$ cat config.mk
export PLATFORM = sky130hd
export DESIGN_NAME = gt_frame_gen_flat
export DESIGN_NICKNAME = d
export VERILOG_FILES = /design/src/rtl/gt_pkg.sv /design/src/rtl/gt_frame_gen_if.sv /design/src/rtl/gt_prbs7_step.sv /design/src/rtl/gt_frame_gen.sv /design/src/flat_wrapper.sv
export SDC_FILE = /design/constraint.sdc
export NUM_CORES = 1
export LEC_CHECK = 0
export ABC_AREA = 0
export BUFFER_PORTS_ARGS = -buffer_cell sky130_fd_sc_hd__buf_2
export CORE_ASPECT_RATIO = 1.2
export CORE_UTILIZATION = 50
export CTS_CLUSTER_SIZE = 40
export DETAILED_ROUTE_END_ITERATION = 8
export GPL_ROUTABILITY_DRIVEN = 0
export PLACE_DENSITY = 0.69
export SLEW_MARGIN = 20
export SYNTH_ARGS = -nofsm -noshare
export SYNTH_HDL_FRONTEND = slang
export SYNTH_HIERARCHICAL = 1
export SYNTH_SLANG_ARGS = --single-unit
$ cat constraint.sdc
create_clock -name tx_clk -period 2.7 [get_ports tx_clk]
set_clock_uncertainty 0.05 [all_clocks]
set_input_delay 0.54 -clock tx_clk [delete_from_list [all_inputs] [get_ports tx_clk]]
set_output_delay 0.54 -clock tx_clk [all_outputs]
set_load 0.02 [all_outputs]
$ cat src/rtl/gt_pkg.sv
// Shared constants and types for the GTP 8b/10b test-traffic generator.
package gt_pkg;

    localparam logic [7:0] K28_5      = 8'hBC;
    localparam logic [6:0] PRBS7_SEED = 7'h7F;
    localparam int         FIXED_LEN  = 6;

    typedef enum logic [1:0] {
        MODE_FIXED = 2'd0,
        MODE_COUNT = 2'd1,
        MODE_PRBS7 = 2'd2
    } mode_e;

    typedef logic [1:0] state_t;
    localparam state_t IDLE  = 2'd0;
    localparam state_t ALIGN = 2'd1;
    localparam state_t RUN   = 2'd2;

    // D20.2, D24.2, D20.1, D0.2, D7.5, D3.1
    function automatic logic [7:0] fixed_byte(input logic [2:0] idx);
        case (idx)
            3'd0:    return 8'h54;
            3'd1:    return 8'h58;
            3'd2:    return 8'h34;
            3'd3:    return 8'h40;
            3'd4:    return 8'hA7;
            default: return 8'h23;
        endcase
    endfunction

    function automatic logic [2:0] fixed_wrap(input int idx);
        return 3'(idx % FIXED_LEN);
    endfunction

endpackage

$ cat src/rtl/gt_frame_gen_if.sv
// Parallel TX word bus between the frame generator and the GTP wrapper.
interface gt_frame_gen_if #(
    parameter int BYTES = 2
);
    logic                 ready;
    logic [1:0]           mode;
    logic [8*BYTES-1:0]   tx_data;
    logic [BYTES-1:0]     txcharisk;
    logic                 frame_start;
    logic                 aligned;
    logic [15:0]          frame_cnt;

    modport master (
        input  ready, mode,
        output tx_data, txcharisk, frame_start, aligned, frame_cnt
    );

    modport slave (
        output ready, mode,
        input  tx_data, txcharisk, frame_start, aligned, frame_cnt
    );
endinterface

$ cat src/rtl/gt_prbs7_step.sv
// Combinational PRBS7 (x^7+x^6+1) advance by NBITS bits; bit 0 of bits_out is produced first.
module gt_prbs7_step #(
    parameter int NBITS = 16
) (
    input  logic [6:0]       state_in,
    output logic [6:0]       state_out,
    output logic [NBITS-1:0] bits_out
);

    logic [6:0] s;
    logic       b;

    always_comb begin
        s        = state_in;
        b        = 1'b0;
        bits_out = '0;
        for (int j = 0; j < NBITS; j++) begin
            b           = s[6] ^ s[5];
            s           = {s[5:0], b};
            bits_out[j] = b;
        end
        state_out = s;
    end

endmodule

$ cat src/rtl/gt_frame_gen.sv
// 8b/10b test-traffic generator: comma alignment burst, then K28.5-led frames
// carrying a FIXED, COUNT or PRBS7 payload.
module gt_frame_gen
    import gt_pkg::*;
#(
    parameter int BYTES       = 2,
    parameter int FRAME_LEN   = 8,
    parameter int ALIGN_WORDS = 4
) (
    input  logic           tx_clk,
    input  logic           reset,
    gt_frame_gen_if.master bus
);

    localparam int W = 8 * BYTES;

    state_t         state_q;
    logic [7:0]     align_cnt_q;
    logic [15:0]    word_idx_q;
    logic [1:0]     mode_q;
    logic [2:0]     tbl_ptr_q;
    logic [7:0]     cnt_q;
    logic [6:0]     lfsr_q;

    logic [W-1:0]     tx_data_p1;
    logic [BYTES-1:0] txcharisk_p1;
    logic             frame_start_p1;
    logic             aligned_p1;
    logic [15:0]      frame_cnt_p1;

    logic [6:0]     lfsr_nxt;
    logic [W-1:0]   prbs_word;
    logic [W-1:0]   fixed_word;
    logic [W-1:0]   count_word;
    logic [2:0]     tbl_ptr_nxt;

    gt_prbs7_step #(.NBITS(W)) u_prbs (
        .state_in  (lfsr_q),
        .state_out (lfsr_nxt),
        .bits_out  (prbs_word)
    );

    always_comb begin
        fixed_word = '0;
        count_word = '0;
        for (int i = 0; i < BYTES; i++) begin
            fixed_word[8*i +: 8] = fixed_byte(fixed_wrap(int'(tbl_ptr_q) + i));
            count_word[8*i +: 8] = 8'(cnt_q * 8'(BYTES)) + 8'(i);
        end
        tbl_ptr_nxt = fixed_wrap(int'(tbl_ptr_q) + BYTES);
    end

    // State and output register stage; outputs lag the state by one edge.
    always_ff @(posedge tx_clk) begin
        if (reset || !bus.ready) begin
            state_q        <= IDLE;
            align_cnt_q    <= '0;
            word_idx_q     <= '0;
            mode_q         <= '0;
            tbl_ptr_q      <= '0;
            cnt_q          <= '0;
            lfsr_q         <= PRBS7_SEED;
            tx_data_p1     <= '0;
            txcharisk_p1   <= '0;
            frame_start_p1 <= 1'b0;
            aligned_p1     <= 1'b0;
            frame_cnt_p1   <= '0;
        end else begin
            case (state_q)
                IDLE: begin
                    state_q        <= ALIGN;
                    align_cnt_q    <= '0;
                    cnt_q          <= '0;
                    lfsr_q         <= PRBS7_SEED;
                    tx_data_p1     <= '0;
                    txcharisk_p1   <= '0;
                    frame_start_p1 <= 1'b0;
                    aligned_p1     <= 1'b0;
                    frame_cnt_p1   <= '0;
                end
                ALIGN: begin
                    tx_data_p1     <= {BYTES{K28_5}};
                    txcharisk_p1   <= '1;
                    frame_start_p1 <= 1'b0;
                    aligned_p1     <= 1'b0;
                    if (align_cnt_q == 8'(ALIGN_WORDS - 1)) begin
                        state_q    <= RUN;
                        word_idx_q <= '0;
                        mode_q     <= bus.mode;
                    end else begin
                        align_cnt_q <= align_cnt_q + 8'd1;
                    end
                end
                RUN: begin
                    aligned_p1 <= 1'b1;
                    if (word_idx_q == '0) begin
                        tx_data_p1     <= {BYTES{K28_5}};
                        txcharisk_p1   <= '1;
                        frame_start_p1 <= 1'b1;
                        frame_cnt_p1   <= frame_cnt_p1 + 16'd1;
                        mode_q         <= bus.mode;
                        tbl_ptr_q      <= '0;
                    end else begin
                        txcharisk_p1   <= '0;
                        frame_start_p1 <= 1'b0;
                        // Each generator only advances while its own pattern is selected.
                        case (mode_q)
                            MODE_COUNT: begin
                                tx_data_p1 <= count_word;
                                cnt_q      <= cnt_q + 8'd1;
                            end
                            MODE_PRBS7: begin
                                tx_data_p1 <= prbs_word;
                                lfsr_q     <= lfsr_nxt;
                            end
                            default: begin
                                tx_data_p1 <= fixed_word;
                                tbl_ptr_q  <= tbl_ptr_nxt;
                            end
                        endcase
                    end
                    if (word_idx_q == 16'(FRAME_LEN - 1)) begin
                        word_idx_q <= '0;
                    end else begin
                        word_idx_q <= word_idx_q + 16'd1;
                    end
                end
                default: begin
                    state_q <= IDLE;
                end
            endcase
        end
    end

    assign bus.tx_data     = tx_data_p1;
    assign bus.txcharisk   = txcharisk_p1;
    assign bus.frame_start = frame_start_p1;
    assign bus.aligned     = aligned_p1;
    assign bus.frame_cnt   = frame_cnt_p1;

endmodule

$ cat src/flat_wrapper.sv
// flat-port wrapper written by rule: the top's interface ports become plain ports
module gt_frame_gen_flat import gt_pkg::*;
#(
    parameter int BYTES       = 2,
    parameter int FRAME_LEN   = 8,
    parameter int ALIGN_WORDS = 4
)
  (tx_clk, reset, bus_ready, bus_mode, bus_tx_data, bus_txcharisk, bus_frame_start, bus_aligned, bus_frame_cnt);
  gt_frame_gen_if #(.BYTES(BYTES)) bus_i ();
  input  logic tx_clk;
  input  logic reset;
  input wire logic [$bits(bus_i.ready)-1:0] bus_ready;
  input wire logic [$bits(bus_i.mode)-1:0] bus_mode;
  output wire logic [$bits(bus_i.tx_data)-1:0] bus_tx_data;
  output wire logic [$bits(bus_i.txcharisk)-1:0] bus_txcharisk;
  output wire logic [$bits(bus_i.frame_start)-1:0] bus_frame_start;
  output wire logic [$bits(bus_i.aligned)-1:0] bus_aligned;
  output wire logic [$bits(bus_i.frame_cnt)-1:0] bus_frame_cnt;
  assign bus_i.ready = bus_ready;
  assign bus_i.mode = bus_mode;
  assign bus_tx_data = bus_i.tx_data;
  assign bus_txcharisk = bus_i.txcharisk;
  assign bus_frame_start = bus_i.frame_start;
  assign bus_aligned = bus_i.aligned;
  assign bus_frame_cnt = bus_i.frame_cnt;
  gt_frame_gen #(.BYTES(BYTES), .FRAME_LEN(FRAME_LEN), .ALIGN_WORDS(ALIGN_WORDS)) u_core (.tx_clk(tx_clk), .reset(reset), .bus(bus_i));
endmodule
Word-level counts from Yosys, hierarchy flattened --
Cells that the tools add are included.
Operators by class: $add $sub $neg 7, reductions and logical operators 21, muxes and demuxes 30, eq/ne operators 21, bitwise gates (word level) 17, divide/modulo/power cells 3
Operator list (number):
- 16-bit one-hot mux with 2 select lines | 3
- 8-bit one-hot mux with 5 select lines | 2
- 32-bit by 4-bit modulo with 32-bit output (second input constant) | 2
- 16-bit 2-to-1 mux | 4
- 16-bit one-hot mux with 3 select lines | 1
- 16-bit by 1-bit adder with 16-bit output (second input constant) | 2
- 4-bit by 4-bit modulo with 32-bit output (second input constant) | 1
- 8-bit one-hot mux with 2 select lines | 2
- 8-bit by 1-bit adder with 8-bit output (second input constant) | 3
- 8-bit 2-to-1 mux | 3
- 16-bit by 3-bit == test with 1-bit output (second input constant) | 1
- 16-bit zero test | 1
- 1-bit bitwise XOR | 16
- 7-bit 2-to-1 mux | 2
- 7-bit one-hot mux with 2 select lines | 1
- 3-bit by 2-bit == test with 1-bit output (second input constant) | 4
- 2-bit one-hot mux with 3 select lines | 2
- 2-bit AND reduction | 5
- 3-bit AND reduction | 3
- 8-bit by 2-bit == test with 1-bit output (second input constant) | 1
- 2-bit 2-to-1 mux | 4
- 2-bit != test (second input constant) | 4
- 2-bit nonzero test | 4
- 3-bit by 1-bit == test with 1-bit output (second input constant) | 2
- 17 further kinds | 26
Storage, ports and cells: input port bits 5, register bits 82, output and inout port bits 36

Longest topological paths before layout --
Gate-level depths: netlist (run 1).
word-level depth 7, depth in mapped cells 9, mapped depth without buffers 8

By module --
Netlist (run 1), hierarchy kept.
By module, submodules not included:
- gt_frame_gen | area each 4416.7 um^2, instances 1, cells each 524
- gt_prbs7_step | area each 239.0 um^2, instances 1, cells each 27

Worst setup path before layout (run 1) --
OpenSTA, ideal clock, no wires.
path type register to register, start register u_core.state_q[1], end register u_core.word_idx_q[10], cell stages (with the launch flop) 9, period minus slack after synthesis 2.194 ns, setup slack 0.506 ns, path buffers 2, arrival time 2.002 ns, setup time 0.142 ns, required time 2.508 ns, cell sequence dfxtp_1 -> inv_1 -> ha_1 -> or4bb_1 -> o21a_4 -> buf_2 -> buf_2 -> a21oi_4 -> a211oi_1
On the way: word-level cells in the longest chain between the ends 3
RTL lines:
- start, declared | RTL line gt_frame_gen.sv:17 | state_t state_q;
- start signal, assigned | RTL line gt_frame_gen.sv:56 | state_q <= IDLE;
- start signal, assigned | RTL line gt_frame_gen.sv:71 | state_q <= ALIGN;
- start signal, assigned | RTL line gt_frame_gen.sv:87 | state_q <= RUN;
- 2-bit by 1-bit == test with 1-bit output / 2-bit == test (equally long branches) | RTL line gt_frame_gen.sv:69 | case (state_q)
- 2-bit by 1-bit != test with 1-bit output (no line) / 2-bit nonzero test (equally long branches)
- 2-bit AND reduction (no line)
- end signal, assigned | RTL line gt_frame_gen.sv:125 | word_idx_q <= word_idx_q + 16'd1;
- end, declared | RTL line gt_frame_gen.sv:19 | logic [15:0] word_idx_q;
Parallel ways exist; a longest one is shown, timed or not. A chain may end at the register's enable or synchronous reset.

Worst setup path after layout (run 1) --
start register u_core.state_q[1], end register u_core.word_idx_q[9]
The elaborated chain is that of the path after synthesis.

==> results.json, run 1 <==
{
  "n_fill_cell": 851,
  "groute.layer.met2.usage_pct": 39.4,
  "cells_after_synthesis": 551,
  "multi_input_area_um2": 2810,
  "grt_util_met1_pct": 29.8,
  "insertion_delay_ns": 0.36,
  "first_pass_grt_wire_length_um": 18300,
  "power-per-cell-area_nw_per_um2": 426,
  "clock-root-buffer": "clkbuf_8",
  "rsz0062_at_grt": "no",
  "io_buffer_count": 40,
  "irDropWorstVdd_uv": 240,
  "worst_ep_arrival_time_ns": 2.62,
  "finalWorstSetupSlack_ns": 0.305,
  "vias": 4164,
  "postSynthAreaPerCell_um2": 8.45,
  "resize_count_post_cts": 0,
  "path_class": "flop to flop",
  "ys.warnings.count": 6,
  "die_h_um": 108,
  "top_level_ports": 41,
  "max-clock-path-buffers": 2,
  "fmaxAchievable_mhz": 417,
  "die-width_um": 90.1,
  "cts_htree_levels": 3,
  "synth.lib_cells_used.distinct": 57,
  "crit_path_max_incr_delay_ns": 0.55,
  "postCtsHoldBufs": 0,
  "outcome": "finished clean",
  "yosys_most_used_dff": "dfxtp_1",
  "final_min_period_over_clock_period_pct": 88.7,
  "synth_register_bits": 79,
  "dpl_cell_area_um2": 4910,
  "worst-slew-pin-transition_ns": 0.765,
  "number_of_failing_setup_endpoints_in_the_final_timing_report": 0,
  "critPathLaunchType": "flop",
  "rows": 38,
  "period_needed_ns": 2.40,
  "static-leakage-power_nw": 1.92,
  "antenna_cells_inserted": 0,
  "synth_async_sr_flop_share_pct": 0,
  "pre_cts_slack_ns": 0.344,
  "netlist_area_um2": 4660,
  "drtPass1Iterations": 5,
  "synth_edf_count": 0,
  "timing.critical_path.cells": "inv_1 > ha_1 > or4bb_1 > o21a_4 > or4_1 > a211oi_2",
  "grt_max_degree": 31,
  "tritoncts": "yes",
  "min-delay-path-class": "input pin to flop",
  "path_clk_slew_ns": 0.08,
  "finalHoldViolCount": 0,
  "final_util_pct": 56.6,
  "drt_wl_total_um": 11000,
  "report.final.slew_viol_count": 0,
  "syn-num-nets": 577,
  "dp_hpwl_um": 7730,
  "fp.dieArea_um2": 9700,
  "layout.area.seq_um2": 1580,
  "design.final.nets": 598,
  "timing.max_slew.rel_slack_pct": 49.0,
  "syn_to_final_growth_pct": 9.92,
  "cpMaxStageDelayCell": "or4bb_1",
  "cts.sink_count": 79,
  "detail_route.iter0.violations": 205,
  "final.setup.tns_ns": 0,
  "detail_route.vias_per_cell": 5.97,
  "layout-drive-gt1-share_pct": 14.9,
  "grt.met3_usage_pct": 3.04,
  "fin_area_um2": 5120,
  "cts_made_buffers": 9,
  "globalRouteOverflowTotal": 0,
  "worstPathMaxFanout": 28,
  "post-layout-total-power_mw": 2.18,
  "start_util_pct": 51.5,
  "tot_gr_track_use_pct": 23.2,
  "maxCapViolations": 0,
  "grt_antenna_before_repair": 0,
  "routed_wire_length_per_instance_um": 15.8,
  "post_cts.repair.setup_buffers": 0,
  "seq_area_frac_synth_pct": 34.0,
  "antenna_left": 0,
  "most_utilized_layer_in_the_global_route_result": "met2",
  "cp-end-kind": "flop",
  "grt_pass1_vias": 3828,
  "core_area_um2": 9030,
  "drc": 0,
  "required_time_at_the_worst_slack_endpoint_ns": 2.93
}
[metrics by stage]
stage / cells / hold WS (ns)
2_1_floorplan: 551 / 0.401
3_3_place_gp: 681 / 0.398
3_5_place_dp: 681 / 0.404
4_1_cts: 697 / 0.388
5_1_grt: 697 / 0.410
6_report: 697 / 0.401
[area by class of cell]
type	instances	area share, %
Timing Repair Buffer	55	6.11
Inverter	15	1.10
Tap cell	120	2.93
Clock buffer	13	3.30
Clock inverter	3	0.782
Sequential cell	79	30.9
Multi-Input combinational cell	412	54.9
[metal layers]
metal,routed length (µm),share of wire [%],vias up
met1,5130,47,1992
li1,-,-,2071
met4,165,1.5,0
met2,5310,48,87
met3,397,3.6,14
met5,0,0,-
[sequential cells by signal, summed over array words and instances (netlist names)]
name / count
u_core/bus.frame_cnt: 16
u_core/mode_q: 2
u_core/lfsr_q: 7
u_core/bus.txcharisk: 1
u_core/bus.tx_data: 16
u_core/bus.aligned: 1
u_core/state_q: 2
u_core/cnt_q: 7
u_core/tbl_ptr_q: 2
u_core/word_idx_q: 16
u_core/align_cnt_q: 8
u_core/bus.frame_start: 1
[cells in the mapped netlist, drive strengths merged, types with 4 or more instances]
master / number / share of area [%]
dfxtp: 79 / 34
nand2: 43 / 3.5
nand3: 35 / 3.8
a21oi: 33 / 3.8
nor2: 33 / 2.7
clkbuf: 27 / 2.2
mux2i: 27 / 5.8
nand4: 23 / 3.1
ha: 20 / 5.4
buf: 18 / 2.4
o31ai: 18 / 2.9
or3: 16 / 2.2
inv: 15 / 1.2
or4: 15 / 2.5
o21ai: 14 / 1.5
xor2: 13 / 2.8
nand2b: 11 / 1.5
a211oi: 10 / 2.3
a22oi: 9 / 1.5
and3: 9 / 1.2
nor3: 9 / 0.97
and4: 6 / 1.1
xnor2: 6 / 1.3
a31oi: 5 / 0.67
a32oi: 5 / 0.94
nor3b: 5 / 0.81
nor4: 5 / 0.67
o211ai: 5 / 0.81
a221oi: 4 / 0.75
nor2b: 4 / 0.54
[critical path, delay by kind of cell, from the launching register on]
| kind | cells | cell delay [ns] |
|---|---|---|
| and+or+nand+nor | 2 | 1.10 |
| DFF | 1 | 0.34 |
| AOI/OAI and AO/OA | 2 | 0.56 |
| adders and majority gates | 1 | 0.17 |
| buffers and inverters | 1 | 0.08 |
[power by group]
group	switching, mW	internal, mW
clock network	0.429	0.501
logic	0.0557	0.0263
registers	0.00190	1.17
total	0.487	1.69
[logic make-up (layout without fill, tap and decap cells)]
logic type,Yosys count,in the layout,share of synthesized area (%)
AOI/OAI and AO/OA,118,118,17.9
and+or+nand+nor,225,225,26.3
xor gates and xnor gates,19,19,4.06
DFF,79,79,34.0
adders and majority gates,21,21,5.80
buffers and inverters,60,86,5.83
other,1,1,0.0805
muxes,28,28,6.05
[path summary, 6_finish.rpt]
check / cells after the start / start / endpoint / slack, ns
max reg2reg: 6 / u_core/state_q[1]$_SDFFE_PP0P_ / u_core/word_idx_q[9]$_SDFFE_PP0P_ / 0.30
min: 3 / bus_mode[1] / u_core/mode_q[1]$_SDFFE_PP0P_ / 0.40
min reg2reg: 2 / u_core/bus.tx_data[12]$_SDFFE_PP0P_ / u_core/bus.tx_data[12]$_SDFFE_PP0P_ / 0.41
max: 6 / u_core/state_q[1]$_SDFFE_PP0P_ / u_core/word_idx_q[9]$_SDFFE_PP0P_ / 0.30
[layout by cell type, fill, tap and decap left out, drive strengths merged, types with 6 or more instances in the layout]
cell type / Yosys / layout
and4: 6 / 6
nand2b: 11 / 11
nand4: 23 / 23
xnor2: 6 / 6
xor2: 13 / 13
or4: 15 / 15
a21oi: 33 / 33
o31ai: 18 / 18
nand3: 35 / 35
mux2i: 27 / 27
dfxtp: 79 / 79
nor3: 9 / 9
buf: 18 / 55
or3: 16 / 16
o21ai: 14 / 14
a211oi: 10 / 10
clkbuf: 27 / 13
nor2: 33 / 33
a22oi: 9 / 9
nand2: 43 / 43
and3: 9 / 9
inv: 15 / 15
ha: 20 / 20
Power figures use the tool's default switching activity.
==> run 2, diff against run 1 <==
BUFFER_PORTS_ARGS = -buffer_cell sky130_fd_sc_hd__clkbuf_2   (was -buffer_cell sky130_fd_sc_hd__buf_2)
==> run 2 against run 1 <==
Net effect:
- worst setup slack got worse by 0.011 ns
- critical endpoint is now u_core/bus.tx_data[11]$_SDFFE_PP0P_
- clock power decreased by 18%
- non-clock buffer count unchanged
==> results.json, run 2 (synthesis results as in run 1) <==
{
  "dp_hpwl_um": 7870,
  "period_needed_ns": 2.41,
  "grt_pass1_vias": 3922,
  "globalRouteOverflowTotal": 0,
  "finalHoldViolCount": 0,
  "resize_count_post_cts": 0,
  "grt.met3_usage_pct": 3.74,
  "worst_ep_arrival_time_ns": 2.59,
  "core_area_um2": 9030,
  "detail_route.iter0.violations": 293,
  "cp-end-kind": "flop",
  "grt_antenna_before_repair": 0,
  "timing.max_slew.rel_slack_pct": 47.7,
  "fin_cells": 694,
  "path_class": "flop to flop",
  "path_clk_slew_ns": 0.08,
  "required_time_at_the_worst_slack_endpoint_ns": 2.88,
  "drt_wl_total_um": 11300,
  "min-delay-path-class": "input pin to flop",
  "maxCapViolations": 0,
  "antenna_left": 0,
  "ff2ff_setup_slack_ns": 0.29,
  "cts_htree_levels": 3,
  "worst-slew-pin-transition_ns": 0.785,
  "grt_util_met1_pct": 29.2,
  "cts.sink_count": 79,
  "rsz0062_at_grt": "no",
  "n_fill_cell": 845,
  "rows": 38,
  "cts_made_buffers": 9,
  "report.final.slew_viol_count": 0,
  "postCtsHoldBufs": 0,
  "die-width_um": 90.1,
  "power-per-cell-area_nw_per_um2": 397,
  "placedCellCount": 681,
  "drc": 0,
  "tot_gr_track_use_pct": 23.7,
  "irDropWorstVdd_uv": 242,
  "detail_route.vias_per_cell": 6.14,
  "final.setup.tns_ns": 0,
  "most_utilized_layer_in_the_global_route_result": "met2",
  "fmaxAchievable_mhz": 416,
  "multi_input_area_um2": 2810,
  "antenna_cells_inserted": 0,
  "critical_path.startpoint": "u_core/word_idx_q[0]$_SDFFE_PP0P_",
  "worst_r2r_startpoint": "u_core/word_idx_q[0]$_SDFFE_PP0P_",
  "top_level_ports": 41,
  "groute.layer.met2.usage_pct": 40.9,
  "worst-r2r-cell-count": 7,
  "critPathLaunchType": "flop",
  "syn_to_final_growth_pct": 8.68,
  "number_of_failing_setup_endpoints_in_the_final_timing_report": 0,
  "io_buffer_count": 40,
  "most_frequent_standard_cell_in_the_layout_excluding_fill_and_tap_cells": "dfxtp_1",
  "post_cts.repair.setup_buffers": 0,
  "max-clock-path-buffers": 2,
  "clock-root-buffer": "clkbuf_8",
  "final_cell_mix": "79 x dfxtp_1, 43 x nand2_1, 40 x clkbuf_2",
  "layout-drive-gt1-share_pct": 14.5,
  "drtPass1Iterations": 5,
  "layout.area.seq_um2": 1580,
  "worstPathMaxFanout": 20,
  "r2r-end": "u_core/bus.tx_data[11]$_SDFFE_PP0P_",
  "dpl_cell_area_um2": 4910,
  "first_pass_grt_wire_length_um": 18700,
  "static-leakage-power_nw": 1.86,
  "fp.dieArea_um2": 9700,
  "grt_max_degree": 29,
  "final_min_period_over_clock_period_pct": 89.1,
  "die_h_um": 108,
  "fin_area_um2": 5060,
  "vias": 4264,
  "start_util_pct": 51.5,
  "outcome": "finished clean",
  "tritoncts": "yes",
  "endpoint": "u_core/bus.tx_data[11]$_SDFFE_PP0P_",
  "design.final.nets": 598,
  "routed_wire_length_per_instance_um": 16.3,
  "insertion_delay_ns": 0.36
}
run 2: changes by cell type in the layout (fill, tap and decap cells not counted):
cell | before | now
clkbuf_2 | 0 | 40
clkbuf_8 | 12 | 10
buf_2 | 40 | 0
bufinv_16 | 1 | 0
run 2: power by group:
part | leakage, nW | switching, mW | internal (mW)
sequential | 0.637 | 0.00201 | 1.17
combinational | 1.14 | 0.0545 | 0.0249
clock | 0.0809 | 0.421 | 0.341
total | 1.86 | 0.478 | 1.53
run 2: area by class of cell:
class,count,share of cell area [%]
clock buffer,11,2.79
clock inverter,2,0.198
inverter,15,1.11
multi-input combinational,412,55.5
sequential,79,31.3
tap,120,2.97
timing repair buffer,55,6.18
run 2: metrics by stage:
stage,total power [mW],utilization [%],hold slack (ns),worst slack [ns]
final,2.01,56.0,0.379,0.294
after global routing,2.09,56.0,0.394,0.161
after CTS,2.03,56.0,0.367,0.343
after detailed placement,1.27,54.3,0.406,0.359
after global placement,1.27,54.3,0.401,0.418
after floorplan,1.25,-,0.401,0.506
run 2: critical path, cell delays in order (launching register included):
cell     delay [ns]
dfxtp_1        0.40
inv_1          0.08
ha_1           0.21
nor3b_1        0.15
and4_1         0.46
buf_4          0.30
o41ai_1        0.49
a21oi_1        0.13
run 2: worst min path at each step:
stage / from / to / slack (ns) / cells after the start
5_1_grt: bus_mode[0] / u_core/mode_q[0]$_SDFFE_PP0P_ / 0.39 / 3
6_report: bus_mode[0] / u_core/mode_q[0]$_SDFFE_PP0P_ / 0.38 / 3
3_5_place_dp: u_core/bus.tx_data[2]$_SDFFE_PP0P_ / u_core/bus.tx_data[2]$_SDFFE_PP0P_ / 0.41 / 2
4_1_cts: bus_mode[0] / u_core/mode_q[0]$_SDFFE_PP0P_ / 0.37 / 3
3_3_place_gp: u_core/bus.tx_data[5]$_SDFFE_PP0P_ / u_core/bus.tx_data[5]$_SDFFE_PP0P_ / 0.40 / 2
2_1_floorplan: u_core/mode_q[1]$_SDFFE_PP0P_ / u_core/mode_q[1]$_SDFFE_PP0P_ / 0.40 / 2
run 2: per-layer routing:
| layer | vias up | share of wire (%) |
|---|---|---|
| met2 | 128 | 49 |
| met4 | 0 | 2.0 |
| li1 | 2078 | - |
| met3 | 16 | 5.0 |
| met1 | 2042 | 44 |
| met5 | - | 0 |
